[config.mk]
export PLATFORM = sky130hd
export DESIGN_NAME = f_pc_fd_reg
export DESIGN_NICKNAME = d
export VERILOG_FILES = /design/src/rtl/f_pc_fd_reg.sv
export SDC_FILE = /design/constraint.sdc
export NUM_CORES = 1
export LEC_CHECK = 0
export CORE_MARGIN = 2
export CORE_UTILIZATION = 40
export CTS_BUF_LIST = sky130_fd_sc_hd__clkbuf_16
export CTS_CLUSTER_SIZE = 40
export DETAILED_ROUTE_END_ITERATION = 12
export PLACE_DENSITY_LB_ADDON = 0.05
export RECOVER_POWER = 25
export SETUP_SLACK_MARGIN = 0.1
export SLEW_MARGIN = 20
export SYNTH_ARGS = -nofsm -noshare
export SYNTH_HDL_FRONTEND = slang
export SYNTH_SLANG_ARGS = --single-unit
[constraint.sdc]
create_clock -name clk -period 2.1 [get_ports clk]
set_input_delay 0.315 -clock clk [delete_from_list [all_inputs] [get_ports clk]]
set_output_delay 0.315 -clock clk [all_outputs]
set_load 0.01 [all_outputs]
[src/rtl/f_pc_fd_reg.sv]
// Fetch-stage PC with AdEL detection and the F/D pipeline register.
// Handles stall hold, exception-request redirect/flush and eret delay-slot squash.
module f_pc_fd_reg #(
  parameter logic [31:0] PC_RESET  = 32'h0000_3000,
  parameter logic [31:0] EXC_ENTRY = 32'h0000_4180,
  parameter logic [31:0] IM_BASE   = 32'h0000_3000,
  parameter logic [31:0] IM_LIMIT  = 32'h0000_6FFC
) (
  input  logic        clk,
  input  logic        reset,
  input  logic [31:0] npc,
  input  logic        stall,
  input  logic        req,
  input  logic        eret_flush,
  input  logic        D_is_jump,
  input  logic [31:0] i_inst_rdata,
  output logic [31:0] i_inst_addr,
  output logic [31:0] F_pc,
  output logic [31:0] D_instr,
  output logic [31:0] D_pc,
  output logic [4:0]  D_ExcCode,
  output logic        D_BD
);

  logic        f_adel;
  logic [31:0] f_instr;
  logic [4:0]  f_exc;

  always_comb begin
    f_adel  = (F_pc[1:0] != 2'b00) || (F_pc < IM_BASE) || (F_pc > IM_LIMIT);
    f_instr = f_adel ? '0 : i_inst_rdata;
    f_exc   = f_adel ? 5'd4 : 5'd0;
  end

  assign i_inst_addr = F_pc;

  always_ff @(posedge clk) begin
    if (!reset)
      F_pc <= PC_RESET;
    else if (req)
      F_pc <= EXC_ENTRY;
    else if (!stall)
      F_pc <= npc;
  end

  // Bubbles keep a valid D_pc so CP0 always sees a meaningful macroscopic PC.
  always_ff @(posedge clk) begin
    if (!reset) begin
      D_instr   <= '0;
      D_pc      <= PC_RESET;
      D_ExcCode <= '0;
      D_BD      <= 1'b0;
    end else if (req) begin
      D_instr   <= '0;
      D_pc      <= EXC_ENTRY;
      D_ExcCode <= '0;
      D_BD      <= 1'b0;
    end else if (stall) begin
      D_instr   <= D_instr;
      D_pc      <= D_pc;
      D_ExcCode <= D_ExcCode;
      D_BD      <= D_BD;
    end else if (eret_flush) begin
      D_instr   <= '0;
      D_pc      <= F_pc;
      D_ExcCode <= '0;
      D_BD      <= 1'b0;
    end else begin
      D_instr   <= f_instr;
      D_pc      <= F_pc;
      D_ExcCode <= f_exc;
      D_BD      <= D_is_jump;
    end
  end

endmodule

==> impl_metrics.toml <==
[outcome]
status = "finished clean"

[global_routing]
antenna_found_initial = 0
grt_pass1_vias = 3289
grt_max_degree = 66
grt_use_total_pct = 18.28
grt_use_met3_pct = 5.053
grt_pass1_wl_um = 16460
top_usage_layer = "met2"
overflow = 0
use_met2_pct = 31.31
met1_usage_pct = 22.70

[sta]
finalCriticalPeriod_ns = 1.770
worst_pin_slew_ns = 0.6002
fin_crit_sh_pct = 84.27
fin_worst_skew_ns = 0.01176
drv_slew = 0
slew_headroom_pct = 59.98
timing.fmax_ghz = 0.5651
rsz0062_at_grt = "false"
setup_tns_ns = 0
finalSetupViolCount = 0
hold_slack_ns = 0.4829
finalHoldViolations = 0

[clock_network]
clock_sinks = 98
cts_hold_buf = 0
cts.repair_timing.setup_buffer_count = 0
clk_latency_ns = 0.33
cts_tree = "built"
clk_pin_slew_ns = 0.07
ctsRootBufferMaster = "clkbuf_16"
htreeDepth = 3
cts_buffers = 9
clock_path_buffers = 2
ctsResizeCount = 0

[pwr]
switching_share_pct = 25.12
p_per_area_nw_per_um2 = 653.2
seq_power_share_pct = 47.7
ir_worst_vdd_v = 0.0004819
power_switching_uw = 1021
p_leak_uw = 0.002341
clkPwrFrac_pct = 38.3
p_comb_share_pct = 13.9
intPower_uw = 3043

[finish]
final_area_um2 = 6221
diodes = 0
syn_to_final_growth_pct = 52.75
drive_gt1_share_pct = 11.07
finalNetCount = 634

[hold_path]
hold_path.class = "in2reg"
holdPathStages = 3
hp-start = "stall"
hold_end = "D_instr[4]"

[place]
dpl.hpwl_um = 7419
io_buffer_count = 199
post_dp_cell_area_um2 = 5952
gp_congestion = 0.7131

[route]
routed_wl_um = 10470
route.vias.total = 3386
detail-route-antenna-nets = 0
initialDrtViolationCount = 107
viasPerCell = 4.823
post_drt_wl_per_cell_um = 14.92
drt_first_pass_iters = 4
drc = 0

[logic_synthesis]
synth_area_leaders = "dfxtp_1 (48%), mux2i_1 (14%), nand3_1 (7.9%)"
yosysSeqAreaShare_pct = 48.17
yosys_warnings = 0
syn-cell-area_um2 = 4073
syn_area_per_cell_um2 = 9.909
synth_cell_types = 30
ys_seq_elements = 98
yosysTopAreaCellShare_pct = 48.17
yosysTopAreaCell = "dfxtp_1"
syn_inst = 411

[worst_setup_path]
cpMaxStageDelayCell = "dlygate4sd3_1"
startpoint_type = "input pin"
criticalPathCategory = "in2reg"
r2r_slack_ns = 0.37
worstPathMaxFanout = 55
reg2reg_depth = 5
crit_required_ns = 2.36
worstPathArrival_ns = 2.03
r2r_start = "F_pc[25]"
cp_cell_sequence = "dlygate4sd3_1, clkbuf_1, nand2b_2, clkbuf_4, nor2_1"
slowest_delay_ns = 0.57
worstReg2RegEnd = "D_instr[29]"
end_kind = "flip-flop"

[die]
die_h_um = 104.9
core_um2 = 9819
die_area_um2 = 11010
initial_core_util_pct = 41.48
rows = 36
die_w_um = 104.9
io_pins = 204

[run]
max-cap-violations = 0
==> power groups by stage <==
stage	Combinational (uW)	Sequential [uW]	Clock (uW)
6_report	567	1940	1560
5_1_grt	605	1950	1680
4_1_cts	580	1940	1600
3_5_place_dp	577	1980	0
3_3_place_gp	571	1980	0
2_1_floorplan	283	1990	0
==> placed cells by master, fill, tap and decap left out <==
cell type / count
clkdlybuf4s50_1: 197
clkinv_4: 1
clkinvlp_4: 3
clkbuf_16: 9
inv_2: 1
or3_1: 1
mux2_1: 6
conb_1: 4
clkbuf_4: 1
xnor2_1: 1
nor3_4: 1
nand3_1: 64
inv_8: 1
or4_1: 1
nor2b_4: 1
nand2_1: 1
nor2_1: 56
a32o_1: 1
nor4_4: 1
clkbuf_1: 1
inv_6: 2
nor3_1: 2
o21ai_1: 3
o21ai_0: 3
nand4_4: 1
a22oi_1: 1
nand4_1: 1
dlygate4sd3_1: 1
nor4_2: 1
buf_12: 4
o21a_1: 6
or4_4: 2
nand2b_2: 1
o21ai_2: 30
buf_4: 3
mux2i_1: 58
dfxtp_1: 98
==> area by class of cell <==
class,count,area [um2]
sequential,98,1962
timing repair buffer,207,2096
multi-input combinational,247,1708
clock inverter,7,60.06
fill,890,3598
tap,133,166.4
clock buffer,9,225.2
inverter,1,3.754
==> cells by family after synthesis <==
group | Yosys count | share of synthesized area [%]
and+or+nand+nor | 134 | 16.47
DFF | 98 | 48.17
buffers and inverters | 69 | 10.41
muxes | 64 | 15.91
AOI/OAI and AO/OA | 44 | 8.725
xor gates and xnor gates | 1 | 0.2151
other | 1 | 0.09208
==> worst max-delay path by stage <==
stage | to | startpoint | slack (ns)
after floorplan | D_instr[10] | F_pc[25] | 0.46
after CTS | D_instr[22] | F_pc[18] | 0.35
after global routing | F_pc[28] | reset | 0.18
final | D_pc[23] | reset | 0.33
after global placement | D_instr[22] | eret_flush | 0.16
after detailed placement | D_instr[22] | eret_flush | 0.12
==> metal layers <==
layer	wire (um)	part of all wire, %
met4	65	0.62
met2	5210	50
met3	838	8.0
met1	4358	42
met5	0	0
==> critical path: cells and delay by family <==
kind	cells	cell delay, ns
buffers and inverters	3	1.37
AND/OR/NAND/NOR	2	0.30
==> through the flow <==
step | util (%) | total power, uW | instances | worst slack (ns)
after floorplan | - | 2277 | 414 | 0.4567
after global placement | 60.61 | 2552 | 686 | 0.1570
after detailed placement | 60.61 | 2560 | 686 | 0.1214
after CTS | 63.52 | 4125 | 702 | 0.3528
after global routing | 63.35 | 4232 | 702 | 0.1759
final | 63.35 | 4064 | 702 | 0.3304
==> registers in the layout, indices dropped and copies added, names as in the netlist <==
name and flops:
D_BD 1, D_ExcCode 1, D_instr 32, D_pc 32, F_pc 32
==> synthesized netlist by cell type, drive strengths merged <==
library cell,instances
a22oi,1
nand4,2
a32o,1
xnor2,1
nor3,3
mux2i,58
nand3,64
o21ai,36
nor2,56
buf,49
clkbuf,19
nand2b,1
o21a,6
or3,1
nor4,2
nor2b,1
conb,1
or4,3
dfxtp,98
inv,1
nand2,1
mux2,6
Power figures use the tool's default switching activity.
